--- config.mk ---
export PLATFORM = sky130hd
export DESIGN_NAME = tile_sequencer_flat
export DESIGN_NICKNAME = d
export VERILOG_FILES = /design/src/rtl/tile_sequencer_if.sv /design/src/rtl/tile_sequencer.sv /design/src/flat_wrapper.sv
export SDC_FILE = /design/constraint.sdc
export NUM_CORES = 1
export LEC_CHECK = 0
export BUFFER_PORTS_ARGS = -buffer_cell sky130_fd_sc_hd__buf_4
export CAP_MARGIN = 20
export CORE_UTILIZATION = 55
export CTS_BUF_LIST = sky130_fd_sc_hd__clkbuf_8
export CTS_CLUSTER_SIZE = 40
export DETAILED_ROUTE_END_ITERATION = 8
export GPL_TIMING_DRIVEN = 1
export PLACE_DENSITY = 0.87
export SLEW_MARGIN = 20
export SYNTH_ARGS = -nofsm -noshare
export SYNTH_HDL_FRONTEND = slang
export SYNTH_SLANG_ARGS = --single-unit
--- constraint.sdc ---
create_clock -name clk -period 4.1 [get_ports clk]
set_input_delay 0.41 -clock clk [delete_from_list [all_inputs] [get_ports clk]]
set_output_delay 0.41 -clock clk [all_outputs]
set_load 0.01 [all_outputs]
--- src/rtl/tile_sequencer_if.sv ---
// Instruction handshake, buffer-read strobes and accumulator control flags
// shared between the tile sequencer and its surroundings.
interface tile_sequencer_if #(
    parameter int MAX_A_ROWS = 64,
    parameter int MAX_KTILES = 16
);
    localparam int AW  = $clog2(MAX_A_ROWS + 1);
    localparam int KTW = $clog2(MAX_KTILES + 1);
    localparam int KW  = (MAX_KTILES > 1) ? $clog2(MAX_KTILES) : 1;

    // inst_valid/inst_ready: an instruction transfers on a rising edge where
    // both are high; inst_ready is high only while the sequencer is idle and
    // inst_a_rows/inst_ktiles are captured on that same edge.
    logic           inst_valid;
    logic           inst_ready;
    logic [AW-1:0]  inst_a_rows;
    logic [KTW-1:0] inst_ktiles;
    logic           w_avail;
    logic           if_avail;
    logic           w_buffer_read;
    logic           if_buffer_read;
    logic           switch;
    logic           first;
    logic           last;
    logic [KW-1:0]  k_idx;
    logic           busy;
    logic           done;
    logic [2:0]     state_dbg;

    modport master (
        output inst_valid, inst_a_rows, inst_ktiles, w_avail, if_avail,
        input  inst_ready, w_buffer_read, if_buffer_read, switch, first, last,
               k_idx, busy, done, state_dbg
    );

    modport slave (
        input  inst_valid, inst_a_rows, inst_ktiles, w_avail, if_avail,
        output inst_ready, w_buffer_read, if_buffer_read, switch, first, last,
               k_idx, busy, done, state_dbg
    );
endinterface

--- src/rtl/tile_sequencer.sv ---
// Tile sequencer: runs one GEMM instruction over K tiles. Weights for tile
// k+1 are loaded into the shadow buffer while tile k streams input rows,
// then a switch pulse swaps them in; after the last tile the array drains.
module tile_sequencer #(
    parameter int SYS_ROWS   = 8,
    parameter int SYS_COLS   = 8,
    parameter int MAX_A_ROWS = 64,
    parameter int MAX_KTILES = 16,
    parameter int DRAIN      = SYS_ROWS + SYS_COLS - 1
) (
    input logic             clk,
    input logic             rst,
    tile_sequencer_if.slave bus
);
    localparam int AW  = $clog2(MAX_A_ROWS + 1);
    localparam int KTW = $clog2(MAX_KTILES + 1);
    localparam int KW  = (MAX_KTILES > 1) ? $clog2(MAX_KTILES) : 1;
    localparam int WCW = $clog2(SYS_ROWS + 1);
    localparam int DCW = $clog2(DRAIN + 1);

    localparam logic [AW-1:0]  A_MAX  = AW'(MAX_A_ROWS);
    localparam logic [KTW-1:0] KT_MAX = KTW'(MAX_KTILES);
    localparam logic [WCW-1:0] W_FULL = WCW'(SYS_ROWS);
    localparam logic [WCW-1:0] W_LAST = WCW'(SYS_ROWS - 1);
    localparam logic [DCW-1:0] D_LAST = DCW'(DRAIN - 1);

    typedef enum logic [2:0] {
        S_IDLE, S_PRELOAD, S_SWITCH, S_STREAM, S_WAIT_W, S_DRAIN, S_DONE
    } state_t;

    state_t         state_q, state_d;
    logic [AW-1:0]  a_rows_q;
    logic [KTW-1:0] ktiles_q;
    logic [KW-1:0]  k_q;
    logic [WCW-1:0] wcnt_q;
    logic [AW-1:0]  acnt_q;
    logic [DCW-1:0] dcnt_q;

    logic           w_rd, if_rd, sw, fst, lst, dn;
    logic           accept, zero_len;
    logic [KTW-1:0] k_plus;
    logic           is_last_tile, more_tiles, w_full, w_fin, a_fin;

    assign accept       = bus.inst_valid && (state_q == S_IDLE);
    assign zero_len     = (bus.inst_a_rows == '0) || (bus.inst_ktiles == '0);
    assign k_plus       = KTW'(k_q) + KTW'(1);
    assign is_last_tile = (k_plus == ktiles_q);
    assign more_tiles   = (k_plus < ktiles_q);
    assign w_full       = (wcnt_q == W_FULL);
    // A weight read this cycle that completes the shadow load.
    assign w_fin        = w_rd && (wcnt_q == W_LAST);
    // An input read this cycle that completes the current tile's rows.
    assign a_fin        = if_rd && ((acnt_q + AW'(1)) == a_rows_q);

    // Next-state and Moore outputs; reads are additionally gated by avail.
    always_comb begin
        state_d = state_q;
        w_rd    = 1'b0;
        if_rd   = 1'b0;
        sw      = 1'b0;
        fst     = 1'b0;
        lst     = 1'b0;
        dn      = 1'b0;
        case (state_q)
            S_IDLE: begin
                if (accept) state_d = zero_len ? S_DONE : S_PRELOAD;
            end
            S_PRELOAD: begin
                w_rd = bus.w_avail;
                if (w_fin) state_d = S_SWITCH;
            end
            S_SWITCH: begin
                sw      = 1'b1;
                state_d = S_STREAM;
            end
            S_STREAM: begin
                if_rd = bus.if_avail;
                fst   = (k_q == '0);
                lst   = is_last_tile;
                if (more_tiles && !w_full) w_rd = bus.w_avail;
                if (a_fin) begin
                    if (is_last_tile)         state_d = S_DRAIN;
                    else if (w_full || w_fin) state_d = S_SWITCH;
                    else                      state_d = S_WAIT_W;
                end
            end
            S_WAIT_W: begin
                w_rd = bus.w_avail;
                if (w_fin) state_d = S_SWITCH;
            end
            S_DRAIN: begin
                if (dcnt_q == D_LAST) state_d = S_DONE;
            end
            S_DONE: begin
                dn      = 1'b1;
                state_d = S_IDLE;
            end
            default: state_d = S_IDLE;
        endcase
    end

    // State register, instruction fields and the weight/row/tile/drain counters.
    always_ff @(posedge clk) begin
        if (rst) begin
            state_q  <= S_IDLE;
            a_rows_q <= '0;
            ktiles_q <= '0;
            k_q      <= '0;
            wcnt_q   <= '0;
            acnt_q   <= '0;
            dcnt_q   <= '0;
        end else begin
            state_q <= state_d;
            case (state_q)
                S_IDLE: begin
                    if (accept) begin
                        a_rows_q <= (bus.inst_a_rows > A_MAX) ? A_MAX : bus.inst_a_rows;
                        ktiles_q <= (bus.inst_ktiles > KT_MAX) ? KT_MAX : bus.inst_ktiles;
                        k_q      <= '0;
                        wcnt_q   <= '0;
                        acnt_q   <= '0;
                    end
                end
                S_SWITCH: begin
                    wcnt_q <= '0;
                    acnt_q <= '0;
                end
                default: begin
                    if (w_rd)  wcnt_q <= wcnt_q + WCW'(1);
                    if (if_rd) acnt_q <= acnt_q + AW'(1);
                end
            endcase
            // Tile index advances only on the switch between tiles.
            if ((state_q == S_STREAM || state_q == S_WAIT_W) && state_d == S_SWITCH)
                k_q <= k_q + KW'(1);
            dcnt_q <= (state_q == S_DRAIN) ? dcnt_q + DCW'(1) : '0;
        end
    end

    assign bus.inst_ready     = (state_q == S_IDLE);
    assign bus.busy           = (state_q != S_IDLE);
    assign bus.w_buffer_read  = w_rd;
    assign bus.if_buffer_read = if_rd;
    assign bus.switch         = sw;
    assign bus.first          = fst;
    assign bus.last           = lst;
    assign bus.done           = dn;
    assign bus.k_idx          = k_q;
    assign bus.state_dbg      = state_q;
endmodule

--- src/flat_wrapper.sv ---
// flat-port wrapper written by rule: the top's interface ports become plain ports
module tile_sequencer_flat 
#(
    parameter int SYS_ROWS   = 8,
    parameter int SYS_COLS   = 8,
    parameter int MAX_A_ROWS = 64,
    parameter int MAX_KTILES = 16,
    parameter int DRAIN      = SYS_ROWS + SYS_COLS - 1
)
  (clk, rst, bus_inst_valid, bus_inst_a_rows, bus_inst_ktiles, bus_w_avail, bus_if_avail, bus_inst_ready, bus_w_buffer_read, bus_if_buffer_read, bus_switch, bus_first, bus_last, bus_k_idx, bus_busy, bus_done, bus_state_dbg);
  tile_sequencer_if #(.MAX_A_ROWS(MAX_A_ROWS), .MAX_KTILES(MAX_KTILES)) bus_i ();
  input logic clk;
  input logic rst;
  input wire logic [$bits(bus_i.inst_valid)-1:0] bus_inst_valid;
  input wire logic [$bits(bus_i.inst_a_rows)-1:0] bus_inst_a_rows;
  input wire logic [$bits(bus_i.inst_ktiles)-1:0] bus_inst_ktiles;
  input wire logic [$bits(bus_i.w_avail)-1:0] bus_w_avail;
  input wire logic [$bits(bus_i.if_avail)-1:0] bus_if_avail;
  output wire logic [$bits(bus_i.inst_ready)-1:0] bus_inst_ready;
  output wire logic [$bits(bus_i.w_buffer_read)-1:0] bus_w_buffer_read;
  output wire logic [$bits(bus_i.if_buffer_read)-1:0] bus_if_buffer_read;
  output wire logic [$bits(bus_i.switch)-1:0] bus_switch;
  output wire logic [$bits(bus_i.first)-1:0] bus_first;
  output wire logic [$bits(bus_i.last)-1:0] bus_last;
  output wire logic [$bits(bus_i.k_idx)-1:0] bus_k_idx;
  output wire logic [$bits(bus_i.busy)-1:0] bus_busy;
  output wire logic [$bits(bus_i.done)-1:0] bus_done;
  output wire logic [$bits(bus_i.state_dbg)-1:0] bus_state_dbg;
  assign bus_i.inst_valid = bus_inst_valid;
  assign bus_i.inst_a_rows = bus_inst_a_rows;
  assign bus_i.inst_ktiles = bus_inst_ktiles;
  assign bus_i.w_avail = bus_w_avail;
  assign bus_i.if_avail = bus_if_avail;
  assign bus_inst_ready = bus_i.inst_ready;
  assign bus_w_buffer_read = bus_i.w_buffer_read;
  assign bus_if_buffer_read = bus_i.if_buffer_read;
  assign bus_switch = bus_i.switch;
  assign bus_first = bus_i.first;
  assign bus_last = bus_i.last;
  assign bus_k_idx = bus_i.k_idx;
  assign bus_busy = bus_i.busy;
  assign bus_done = bus_i.done;
  assign bus_state_dbg = bus_i.state_dbg;
  tile_sequencer #(.SYS_ROWS(SYS_ROWS), .SYS_COLS(SYS_COLS), .MAX_A_ROWS(MAX_A_ROWS), .MAX_KTILES(MAX_KTILES), .DRAIN(DRAIN)) u_core (.clk(clk), .rst(rst), .bus(bus_i));
endmodule
==> flow_metrics.env <==
export IMPL_status="finished, final reports clean"
export IMPL_ys_seq_area_share_pct=32.2
export IMPL_synthFlopType="dfxtp_1"
export IMPL_hpwl_mm=3.28
export IMPL_grt_ovfl_total=0
export IMPL_cts_inserted_buffers=5
export IMPL_leakage_uw=0.000977
export IMPL_core_area_sq_um=3660
export IMPL_die_h_um=64.0
export IMPL_diodes=0
export IMPL_sw_frac_of_total_pct=26.8
export IMPL_combPwrFrac_pct=13.2
export IMPL_dpl_cell_count=326
export IMPL_syn_nets=287
export IMPL_layout_setup_ws_ns=1.14
export IMPL_power_internal_uw=511
export IMPL_n_fill_cell=326
export IMPL_net_switching_power_uw=187
export IMPL_ys_warn_count=0
export IMPL_grt_pass1_wl_mm=7.34
export IMPL_p_seq_share_pct=49.7
export IMPL_pre_cts_slack_ns=1.24
export IMPL_crit_slowest_cell="o31ai_1"
export IMPL_final_cells=334
export IMPL_syn_inst=258
export IMPL_cts_sinks=34
export IMPL_yosys_area_top_type="dfxtp_1"
export IMPL_dieArea_sq_um=4090
export IMPL_rows=22
export IMPL_share_clk_of_total_power_pct=37.1
export IMPL_gp_congestion=0.905
export IMPL_fin_nets=314
export IMPL_grt_util_all_layers_pct=23.3
export IMPL_fin_setup_tns_ns=0
export IMPL_powerDensity_nw_per_um2=285
export IMPL_netlist_area_sq_um=2110
export IMPL_syn2layout_area_growth_pct=15.9
export IMPL_clock_fmax_mhz=337
export IMPL_drtIter0Drc=120
export IMPL_fin_crit_ns=2.96
export IMPL_viasPerCell=5.62
export IMPL_wirelength_mm=4.46
export IMPL_synth_seq_cells=34
export IMPL_synth_top_area_share_pct=32.2
export IMPL_clk_latency_ns=0.29
export IMPL_io_buffers=31
export IMPL_synth_cell_type_count=51
export IMPL_htreeDepth=2
export IMPL_grt_pass1_vias=1627
export IMPL_ctsResizeCount=0
export IMPL_cts_hold_buffers=0
export IMPL_ir_drop_mv=0.191
export IMPL_tightest_slew_ns=0.738
export IMPL_crit_fanout=6
export IMPL_antenna_found_initial=0
export IMPL_synth_avg_cell_area_sq_um=8.19
export IMPL_max_stage_delay_ns=0.43
export IMPL_path_cells="ha_1, and3_1, ha_1, a211o_1, o31ai_1, nand2_1, inv_1, buf_4"
export IMPL_rsz0062_at_grt="false"
export IMPL_synth_most_common_cell="dfxtp_1"
export IMPL_fin_skew_ns=0.00372
export IMPL_worstSetupPathType="reg2out"
export IMPL_cap_violations=0
export IMPL_clk_pin_slew_ns=0.07
export IMPL_synth_common_cells="dfxtp_1, a21oi_1, nand2_1, nor2_1"
export IMPL_finalSetupViolations=0
export IMPL_cts_root_buffer="clkbuf_8"
export IMPL_drive_above_1_share_pct=16.4
export IMPL_grt_max_degree=34
export IMPL_maxSlewHeadroom_pct=50.8
export IMPL_cts_tree="built"
export IMPL_pin_count=32
export IMPL_ys_async_sr_fraction_pct=0
export IMPL_min_path_type="in2reg"
export IMPL_drtPass1Iterations=4
export IMPL_fin_crit_sh_pct=72.3
export IMPL_cp_end_kind="output pin"
export IMPL_start_util_pct=57.7
export IMPL_required_ns=3.69
export IMPL_synth_area_leaders="dfxtp_1, ha_1, a21oi_1, nand3b_1, nand2_1"
export IMPL_hold_slack_ns=0.392
export IMPL_post_cts_setup_buffers=0
export IMPL_hold_violations=0
export IMPL_route_vias_total=1876
export IMPL_crit_top_cell="ha_1"
export IMPL_synth_edf_count=0
export IMPL_crit_path_start_kind="flop"
export IMPL_arrival_ns=2.55
export IMPL_post_drt_wl_per_cell_um=13.4
export IMPL_ant_nets=0
export IMPL_die_w_um=64.0
export IMPL_drc=0
export IMPL_cts_max_path_buffers=2
export IMPL_slew_viol_final=0
worst max-delay path: cells and delay by family (launching register included):
kind / cells / cell delay [ns]
adders and majority gates: 2 / 0.57
DFF: 1 / 0.36
and+or+nand+nor: 2 / 0.39
AOI/OAI and AO/OA: 2 / 0.76
buffers and inverters: 2 / 0.19
routing by layer:
metal / track usage, % / wire [um] / share of wire [%] / vias to the layer above
li1: - / - / - / 968
met1: 31.9 / 2210 / 50 / 845
met2: 34.6 / 1950 / 44 / 57
met3: 6.07 / 238 / 5.3 / 6
met4: 9.38 / 65 / 1.5 / 0
met5: 0 / 0 / 0 / -
logic make-up after synthesis:
kind of cell	after synthesis	synth area share [%]
simple gates	115	30.9
compound gates	52	15.8
flops	34	32.2
buf+inv	24	4.62
xor+xnor	16	6.64
fa+ha+maj	12	7.11
mux	5	2.67
path summary, 6_finish.rpt:
kind | startpoint | endpoint | slack (ns) | cells past startpoint
hold reg to reg | u_core.ktiles_q[3]$_SDFFE_PP0P_ | u_core.ktiles_q[3]$_SDFFE_PP0P_ | 0.45 | 2
setup reg to reg | u_core.bus.state_dbg[1]$_SDFF_PP0_ | u_core.bus.k_idx[0]$_SDFFE_PP0P_ | 1.21 | 8
setup / recovery | u_core.bus.k_idx[0]$_SDFFE_PP0P_ | bus_w_buffer_read | 1.14 | 8
hold / removal | bus_inst_ktiles[4] | u_core.ktiles_q[4]$_SDFFE_PP0P_ | 0.39 | 3
state kept, by name, summed over array words and instances, names as in the netlist:
name,count
u_core.wcnt_q,4
u_core.ktiles_q,5
u_core.acnt_q,7
u_core.dcnt_q,4
u_core.a_rows_q,7
u_core.bus.state_dbg,3
u_core.bus.k_idx,4
cells in the final DEF (no fill, tap or decap), types with 3 or more instances in the layout:
cell      count
a21oi_1      24
a31oi_1       3
and3_1        5
buf_4        31
clkbuf_8      6
dfxtp_1      34
ha_1         12
inv_1        13
mux2i_1       3
nand2_1      24
nand2b_1      5
nand3_1      14
nand3b_1     14
nor2_1       22
nor3_1        7
o21a_1        3
o21ai_0       7
o31a_1        3
or3_1         3
or4_1         3
xnor2_1       8
xor2_1        8
per-stage QoR:
stage / utilization (%) / total power (uW) / instance area [sq um]
2_1_floorplan: - / 412 / 2110
3_3_place_gp: 64.4 / 445 / 2360
3_5_place_dp: 64.4 / 446 / 2360
4_1_cts: 66.9 / 702 / 2450
5_1_grt: 66.9 / 728 / 2450
6_report: 66.9 / 698 / 2450
final cells by class:
class                           instances  area, sq um  share of cell area [%]
Clock buffer                            6         82.6                    3.37
Multi-Input combinational cell        200         1330                    54.5
Inverter                               13         50.0                    2.04
Sequential cell                        34          681                    27.8
Tap cell                               48         60.1                    2.45
Timing Repair Buffer                   31          233                    9.50
Clock inverter                          2         8.76                   0.358
power groups by stage:
stage	Clock [uW]	Sequential, uW	Combinational (uW)
finish	259	347	92.2
global route	280	348	101
CTS	263	347	92.1
detailed placement	0	354	91.5
global placement	0	354	91.1
floorplan	0	351	60.8
Note: power is estimated with default switching activity, not from simulation.
